<file path="src/rtl/rr_line_arbiter_pkg.sv">
// Shared constants and state encoding for the round-robin line arbiter.
package rr_line_arbiter_pkg;

  localparam int N            = 8;
  localparam int IDXW         = 3;
  localparam int MAX_HOLD_DEF = 12;
  localparam int HOLDW        = 4;

  typedef enum logic [1:0] {
    IDLE    = 2'd0,
    GRANT   = 2'd1,
    RELEASE = 2'd2
  } state_t;

endpackage

</file>
<file path="src/rtl/rr_line_arbiter_pick.sv">
// Rotating-priority search: lowest requester at or after ptr+1, wrapping 7->0.
module rr_priority_pick
  import rr_line_arbiter_pkg::*;
(
  input  logic [N-1:0]    req,
  input  logic [IDXW-1:0] ptr,
  output logic            found,
  output logic [IDXW-1:0] idx,
  output logic [N-1:0]    onehot
);

  logic [N-1:0]    rot;
  logic [IDXW-1:0] off;

  // rot[k] is the request that sits k+1 places after the last owner
  for (genvar gi = 0; gi < N; gi++) begin : g_rot
    logic [IDXW-1:0] pos;
    assign pos     = ptr + IDXW'(gi + 1);
    assign rot[gi] = req[pos];
  end

  always_comb begin
    found  = 1'b0;
    off    = '0;
    for (int i = N - 1; i >= 0; i--) begin
      if (rot[i]) begin
        found = 1'b1;
        off   = IDXW'(i);
      end
    end
    idx    = ptr + off + IDXW'(1);
    onehot = '0;
    if (found) onehot[idx] = 1'b1;
  end

endmodule

</file>
<file path="src/rtl/rr_line_arbiter.sv">
// Round-robin arbiter for 8 requesters with hold limit; drives the 3-to-8 line decoder.
module rr_line_arbiter
  import rr_line_arbiter_pkg::*;
#(
  parameter int MAX_HOLD = MAX_HOLD_DEF
) (
  input  logic            Clock,
  input  logic            Resetn,
  input  logic            Enable,
  input  logic [N-1:0]    Req,
  output logic [N-1:0]    Grant,
  output logic [IDXW-1:0] GrantIdx,
  output logic            GrantValid,
  output logic            DecEnable,
  output logic            A,
  output logic            B,
  output logic            C,
  output logic            Revoked
);

  localparam logic [HOLDW-1:0] HOLD_LAST = HOLDW'(MAX_HOLD - 1);
  localparam logic [HOLDW-1:0] HOLD_SAT  = '1;

  state_t            state_reg;
  logic [N-1:0]      grant_reg;
  logic [IDXW-1:0]   idx_reg;
  logic [IDXW-1:0]   ptr_reg;
  logic [HOLDW-1:0]  hold_cnt_reg;
  logic              valid_reg;
  logic              revoked_reg;

  logic              pick_found;
  logic [IDXW-1:0]   pick_idx;
  logic [N-1:0]      pick_onehot;
  logic              others_waiting;

  rr_priority_pick u_pick (
    .req    (Req),
    .ptr    (ptr_reg),
    .found  (pick_found),
    .idx    (pick_idx),
    .onehot (pick_onehot)
  );

  assign others_waiting = |(Req & ~grant_reg);

  always_ff @(posedge Clock or negedge Resetn) begin
    if (!Resetn) begin
      state_reg    <= IDLE;
      grant_reg    <= '0;
      idx_reg      <= '0;
      ptr_reg      <= IDXW'(N - 1);
      hold_cnt_reg <= '0;
      valid_reg    <= 1'b0;
      revoked_reg  <= 1'b0;
    end else begin
      revoked_reg <= 1'b0;
      if (!Enable) begin
        state_reg <= IDLE;
        grant_reg <= '0;
        idx_reg   <= '0;
        valid_reg <= 1'b0;
      end else begin
        case (state_reg)
          IDLE, RELEASE: begin
            if (pick_found) begin
              state_reg    <= GRANT;
              grant_reg    <= pick_onehot;
              idx_reg      <= pick_idx;
              valid_reg    <= 1'b1;
              ptr_reg      <= pick_idx;
              hold_cnt_reg <= '0;
            end else begin
              state_reg <= IDLE;
            end
          end
          GRANT: begin
            if (hold_cnt_reg != HOLD_SAT) hold_cnt_reg <= hold_cnt_reg + 1'b1;
            // >= keeps the limit effective if a waiter appears after the count saturates
            if (!Req[idx_reg]) begin
              state_reg <= RELEASE;
              grant_reg <= '0;
              idx_reg   <= '0;
              valid_reg <= 1'b0;
            end else if (hold_cnt_reg >= HOLD_LAST && others_waiting) begin
              state_reg   <= RELEASE;
              grant_reg   <= '0;
              idx_reg     <= '0;
              valid_reg   <= 1'b0;
              revoked_reg <= 1'b1;
            end
          end
          default: begin
            state_reg <= IDLE;
            grant_reg <= '0;
            idx_reg   <= '0;
            valid_reg <= 1'b0;
          end
        endcase
      end
    end
  end

  assign Grant      = grant_reg;
  assign GrantIdx   = idx_reg;
  assign GrantValid = valid_reg;
  assign DecEnable  = valid_reg;
  assign A          = idx_reg[2];
  assign B          = idx_reg[1];
  assign C          = idx_reg[0];
  assign Revoked    = revoked_reg;

endmodule

</file>
<file path="config.mk">
export PLATFORM = sky130hd
export DESIGN_NAME = rr_line_arbiter
export DESIGN_NICKNAME = d
export VERILOG_FILES = /design/src/rtl/rr_line_arbiter_pkg.sv /design/src/rtl/rr_line_arbiter_pick.sv /design/src/rtl/rr_line_arbiter.sv
export SDC_FILE = /design/constraint.sdc
export NUM_CORES = 1
export LEC_CHECK = 0
export ABC_CLOCK_PERIOD_IN_PS = 3920
export CAP_MARGIN = 5
export CORE_UTILIZATION = 49
export CTS_CLUSTER_SIZE = 28
export DETAILED_ROUTE_END_ITERATION = 12
export MAX_ROUTING_LAYER = met4
export PLACE_DENSITY = 0.87
export SLEW_MARGIN = 10
export SYNTH_ARGS = -nofsm -noshare
export SYNTH_HDL_FRONTEND = slang
export SYNTH_SLANG_ARGS = --single-unit
</file>
<file path="constraint.sdc">
create_clock -name Clock -period 3.92 [get_ports Clock]
set_input_delay 1.176 -clock Clock [delete_from_list [all_inputs] [get_ports Clock]]
set_output_delay 1.176 -clock Clock [all_outputs]
set_load 0.02 [all_outputs]
</file>
Word-level counts from Yosys, hierarchy flattened
Index checks and enable logic that the tools add are counted.
- input bits: 11
- register bits after elaboration: 22
- add/sub/neg operators: 10
- reductions and logical operators: 9
- multiplexer cells: 63
- bitwise logic cells: 2
- equality and inequality tests: 7
- order comparisons: 12
- operator list (cell ; count):
    3-bit by 4-bit less-than comparator with 1-bit output (second input constant) ; 10
    3-bit 2-to-1 mux ; 12
    8-bit 2-to-1 mux ; 4
    1-bit binary-select mux with 3-bit select ; 9
    1-bit 2-to-1 mux ; 27
    8-bit one-hot mux with 2 select lines ; 1
    3-bit adder (second input constant) ; 4
    8-bit AND ; 1
    4-bit 2-to-1 mux ; 2
    4-bit != test (second input constant) ; 2
    8-bit inverter ; 1
    4-bit one-hot mux with 2 select lines ; 1
    8-bit OR reduction ; 1
    3-bit by 1-bit adder with 3-bit output (second input constant) ; 2
    3-bit by 2-bit adder with 3-bit output (second input constant) ; 2
    2-bit 2-to-1 mux ; 3
    3-bit one-hot mux with 2 select lines ; 1
    4-bit by 1-bit adder with 4-bit output (second input constant) ; 1
    4-bit >= comparator (second input constant) ; 1
    2-bit != test (second input constant) ; 2
    2-bit one-hot mux with 2 select lines ; 1
    4-bit AND reduction ; 1
    3-bit adder ; 1
    1-bit demux with 3-bit select ; 1
    other kinds (11) ; 12

Depth between registers and ports, before layout
- word-level depth: 19
- gate-level depth with buffers: 18

Cells and area by module
From an unflattened synthesis, not the netlist that was laid out.
- cells, all modules: 197
- area total of the unflattened synthesis: 1939.4 um^2
- by module, submodules not included (module ; seq. area each (um^2) ; area an instance (um^2) ; cells each ; times used):
    rr_line_arbiter ; 554.3 ; 1072.3 ; 102 ; 1
    rr_priority_pick ; 0.0 ; 867.1 ; 95 ; 1

Least setup slack after synthesis
Ideal clock, no wire load.
- path kind: register -> register
- from: register ptr_reg[1]
- to: register ptr_reg[2]
- arrival time: 4.174 ns
- cell stages (with the launch flop): 17
- library setup time: 0.061 ns
- clock period less this slack: 4.234 ns
- path buffers: 2
- setup slack: -0.314 ns
- required time: 3.859 ns
- path through: dfstp_2 buf_6 inv_1 ha_1 buf_4 mux4_2 mux2i_2 a21o_1 a22oi_1 a221oi_1 o21ai_0 ha_1 fa_1 or3b_2 o22ai_1 o221a_2 o22a_1
- word-level cells in the longest chain between the ends: 12
- elaborated cells on any way between the ends: 42
- RTL lines (item ; RTL line ; text):
    from (decl) ; rr_line_arbiter.sv:27 ; logic [IDXW-1:0] ptr_reg;
    from (signal assigned) ; rr_line_arbiter.sv:52 ; ptr_reg <= IDXW'(N - 1);
    from (signal assigned) ; rr_line_arbiter.sv:71 ; ptr_reg <= pick_idx;
    3-bit adder / 1-bit binary-select mux with 3-bit select (equally long branches) ; rr_line_arbiter_pick.sv:18, rr_line_arbiter_pick.sv:19 ;
    1-bit binary-select mux with 3-bit select / 1-bit 2-to-1 mux (equally long branches) ; rr_line_arbiter_pick.sv:19 ; assign rot[gi] = req[pos];
    1-bit 2-to-1 mux (implied by the code) / 3-bit 2-to-1 mux (equally long branches) ; rr_line_arbiter_pick.sv:19, rr_line_arbiter_pick.sv:26 ;
    3-bit 2-to-1 mux (7 in a row) ; rr_line_arbiter_pick.sv:26 ; if (rot[i]) begin
    3-bit adder ; rr_line_arbiter_pick.sv:31 ; idx = ptr + off + IDXW'(1);
    3-bit by 1-bit adder with 3-bit output ; rr_line_arbiter_pick.sv:31 ;
Parallel ways exist; a longest one is shown, timed or not. The select of a mux whose other input is x is not followed.
A chain may end at the register's enable or synchronous reset.

Worst setup path in the final report
- from: input Req[0]
- to: register idx_reg[2], in the netlist GrantIdx[2]
- word-level cells in the longest chain between the ends: 15
- elaborated cells on any way between the ends: 46
- RTL lines (item ; RTL line ; text):
    from (decl) ; rr_line_arbiter.sv:10 ; input logic [N-1:0] Req,
    1-bit binary-select mux with 3-bit select ; rr_line_arbiter_pick.sv:19 ;
    1-bit 2-to-1 mux (implied by the code) ; rr_line_arbiter_pick.sv:19 ;
    3-bit 2-to-1 mux (8 in a row) ; rr_line_arbiter_pick.sv:26 ;
    3-bit adder ; rr_line_arbiter_pick.sv:31 ;
    3-bit by 1-bit adder with 3-bit output ; rr_line_arbiter_pick.sv:31 ;
    3-bit 2-to-1 mux ; rr_line_arbiter.sv:66 ; if (pick_found) begin
    3-bit one-hot mux with 2 select lines ; rr_line_arbiter.sv:64 ; case (state_reg)
    3-bit 2-to-1 mux ; rr_line_arbiter.sv:58 ; if (!Enable) begin
    to (signal assigned) ; rr_line_arbiter.sv:69 ; idx_reg <= pick_idx;
    to (decl) ; rr_line_arbiter.sv:26 ; logic [IDXW-1:0] idx_reg;
Parallel ways exist; a longest one is shown, timed or not. The select of a mux whose other input is x is not followed.

==> out/metrics.sh <==
OUTCOME='complete, but fails checks'
VIOLATIONS='setup timing'
POST_SYNTH.CELL_AREA_AVG_UM2=10.6
REPORT.FINAL.SETUP_VIOL=5
FLIP_FLOP_COUNT_OF_THE_LARGEST_REGISTER_ALL_COPIES_AND_WORDS_ADDED=8
WORST_R2R_PATH_DEPTH=13
DIE_H_UM=64.6
SYNTH_SEQ_AREA_SHARE_PCT=28.8
POST_CTS_CLOCK_SLEW_AT_THE_LAUNCH_AND_CAPTURE_REGISTERS_OF_THE_WORST_SETUP_AND_HOLD_PATHS_PS=80
WORSTHOLDPATHCELLS=1
CRITPATHBUFINV=2
DRC=0
POWER.DENSITY_CELL_AREA_nW_PER_UM2=1080
CRIT_PATH_CELL_TRACE='buf_8 > mux4_2 > mux2i_2 > o2bb2ai_1 > a22oi_2 > a221oi_2 > o21ai_1 > ha_2 > fa_2 > buf_6 > mux4_2 > o2bb2ai_1'
WORST_EP_ARRIVAL_TIME_PS=4130
SYNTH_ADDER_AREA_SHARE_PCT=3.64
CLK-INSERTION-DELAY-LATE_PS=270
TIMING.CRITICAL_PATH.MAX_DELAY_FAMILY='multiplexers'
CHIPWIDTH_UM=64.6
ASYNCSETRESETFLOPFRACSYNTH_PCT=100
REGTOREGSTARTPOINT='ptr_reg[1]'
SYNTH_TOP_CELL_AREA_SHARE_PCT=24.7
DIODES=0
LEADING_CELL_TYPE_IN_THE_LAYOUT_FILL_AND_TAPS_EXCLUDED='buf_4'
CRITPATHCAPTURETYPE='register'
SYNTHESIS.INSTANCES=182
CORE_AREA_UM2=3720
NUMCTSBUFFERS=3
DETAILEDPLACEMENTHPWL_MM=3.98
SYNTH_TOP_FAMILY_BY_AREA='multiplexers'
GLOBAL_ROUTE.OVERFLOW_TOTAL=0
DRT_FIRST_ITER_VIOLATIONS=128
SYNTH-COMPOUND-AREA-SHARE_PCT=20.9
GRT_PASS1_WL_MM=9.32
YS_TOP_CELLS_BY_AREA='dfrtp_1 (25%), mux4_2 (15%), o2bb2ai_1 (5.5%)'
CRITPATHMAXFANOUT=6
SYNTH-EDFF-COUNT=0
IO_BUFFERS=27
CLOCK-SKEW-FINAL_PS=3.57
POST-ROUTE-UTIL_PCT=72.9
SYNTH_FP_NETS=198
DETAIL_ROUTE.VIAS_PER_CELL=6.35
N_FILL_CELL=227
SYNTH_AREA_LEADER_CELL='dfrtp_1'
MIN-DELAY-PATH-CLASS='register to register'
TRITONCTS='yes'
SYNTH-WARNING-COUNT=0
CTS.SINK_COUNT=22
HOLD_PATH_END='hold_cnt_reg[1]'
POWER.TOTAL_mW=2.93
FMAXACHIEVABLE_GHz=0.254
UNREPAIRED_SETUP_ENDPOINTS_AFTER_GLOBAL_ROUTING='yes'
DOMINANTREGCELLSYNTH='dfrtp_1'
DRT_FIRST_PASS_ITERS=4
FINALCRITICALPERIOD_PS=3940
FIN_TNS_SETUP_PS=-65.0
MAX-SLEW-MARGIN-REL_PCT=32.6
CRITICAL_PATH_REQUIRED_PS=4110
HOLD_BUFFERS=0
MAX_CAP_VIOLATIONS=0
CRITICAL_PATH.STARTPOINT_TYPE='input port'
IR_WORST_VDD_uV=841
POST_ROUTE_CELLS_DRIVE_ABOVE_1_SHARE_PCT=42.7
POWER.LEAKAGE_nW=1.11
R2R_SLACK_PS=20
GP_CONGESTION=0.911
WORST_PIN_SLEW_PS=1010
LAYOUT.AREA.SEQ_UM2=554
SYNTHESIS.AREA_UM2=1920
FIRST_GLOBAL_VIAS=1859
MOST_FREQUENT_CELLS_IN_THE_LAYOUT='buf_4 (38), dfrtp_1 (19), clkdlybuf4s50_1 (19)'
FINALWIRELENGTH_MM=5.59
SETUP_SLACK_PS=-18.0
FINALMAXSLEWVIOLATIONS=0
CLOCKROOTBUFFER='clkbuf_8'
CRIT-REG2REG-CAPTURE='GrantIdx[2]'
CRIT_PATH_TOP_DELAY_CELL='mux4_2'
GLOBALROUTETOTALUTIL_PCT=30.7
HOLD_VIOLATION_COUNT_IN_THE_FINAL_REPORT=0
COUNT_OF_DIFFERENT_CELL_MASTERS_AFTER_SYNTHESIS=52
HOLD_PATH_STARTPOINT='hold_cnt_reg[1]'
DIE_AREA_UM2=4180
SYN_TO_FINAL_GROWTH_PCT=40.8
DETAIL_ROUTE.WL_PER_CELL_UM=19.3
GRT_START_MAX_NET_PINS=23
LAYOUT_WORST_PATH_CYCLE_SHARE_PCT=100
TOTAL_VIAS_IN_THE_FINAL_ROUTE=1836
ROWS=22
ANTENNA_LEFT=0
FLOORPLAN.INITIALDENSITY_PCT=51.8
NUMBER_OF_ANTENNA_VIOLATIONS_AT_THE_FIRST_CHECK_IN_GLOBAL_ROUTING=0
SYNTH.MUX.AREA_FRACTION_PCT=23.7
POSTSYNTHREGISTERBITS=22
CRITICALPATHCATEGORY='input port to register'
CLOCK_PATH_BUFFERS=2
H_TREE_LEVELS=1
YOSYS.AREA_SHARE.SIMPLE_PCT=14.7
FINAL_NET_COUNT=258
CRITPATHMAXSTAGEDELAY_PS=520
SYNTH-XOR-AREA-SHARE_PCT=1.76
MULTI_INPUT_COMB_AREA_UM2=1400
IO-PIN-COUNT=28
-- cells by family after synthesis --
family                     Yosys count
DFF                                 22
buffers and inverters               23
xor gates and xnor gates             3
muxes                               25
AOI/OAI and AO/OA                   48
adders and majority gates            5
and+or+nand+nor                     56
-- layer usage --
metal,part of all wire [%],global-route usage [%]
met1,40,39.0
met2,51,50.7
met3,5.5,2.29
met4,3.5,13.3
met5,0,-
-- stage by stage --
step	hold slack (ps)	instances	setup WS, ps	instance area, µm²
6_report	531	289	-18.0	2710
5_1_grt	553	289	-121	2710
4_1_cts	526	289	-4.92	2640
3_5_place_dp	503	282	-716	2480
3_3_place_gp	505	282	-590	2480
2_1_floorplan	492	182	-74.6	1960
-- synthesized netlist by cell type (2+ instances only) --
master	n
dfrtp_1	19
nand2_1	14
mux4_2	13
o2bb2ai_1	12
inv_1	11
nand2b_1	11
nor2_1	11
nor2b_1	9
o21ai_0	8
nand3_1	6
buf_4	5
mux2i_1	5
ha_1	4
a22o_1	3
buf_2	3
dfstp_2	3
mux2i_2	3
a21oi_1	2
a22oi_1	2
buf_6	2
clkbuf_1	2
mux2_2	2
nand4_1	2
o2111ai_1	2
-- timing repair --
action,CTS,global route
gates resized for setup,51,14
endpoints found under the setup margin,10,10
buffers inserted,4,0
pin swaps,15,14
gates cloned,0,0
-- power breakdown --
group / internal (mW) / total (mW) / switching, mW
clock network: 0.137 / 0.216 / 0.0791
registers: 0.303 / 0.381 / 0.0773
logic: 1.16 / 2.34 / 1.18
-- worst max-delay path by stage --
stage	to	startpoint	depth (start not counted)
after detailed placement	Grant[3]	Req[1]	13
after CTS	ptr_reg[2]	Req[0]	13
after global placement	Grant[3]	Req[1]	13
final	GrantIdx[2]	Req[0]	12
after floorplan	ptr_reg[2]	Req[2]	12
after global routing	Grant[3]	Req[0]	15
-- layout make-up --
cell class	count	share of cell area (%)
Multi-Input combinational cell	137	51.8
Inverter	11	1.52
Sequential cell	22	20.5
Clock inverter	1	1.11
Tap cell	48	2.22
Clock buffer	3	1.52
Timing Repair Buffer	67	21.4
-- worst reg2reg max path: cells and delay by family, from the launching register on --
family	cells	cell delay (ps)
muxes	3	1240
adders and majority gates	3	1020
AOI/OAI and AO/OA	5	800
DFF	1	560
buffers and inverters	2	220
No activity file was read; power rests on OpenSTA's default activity.
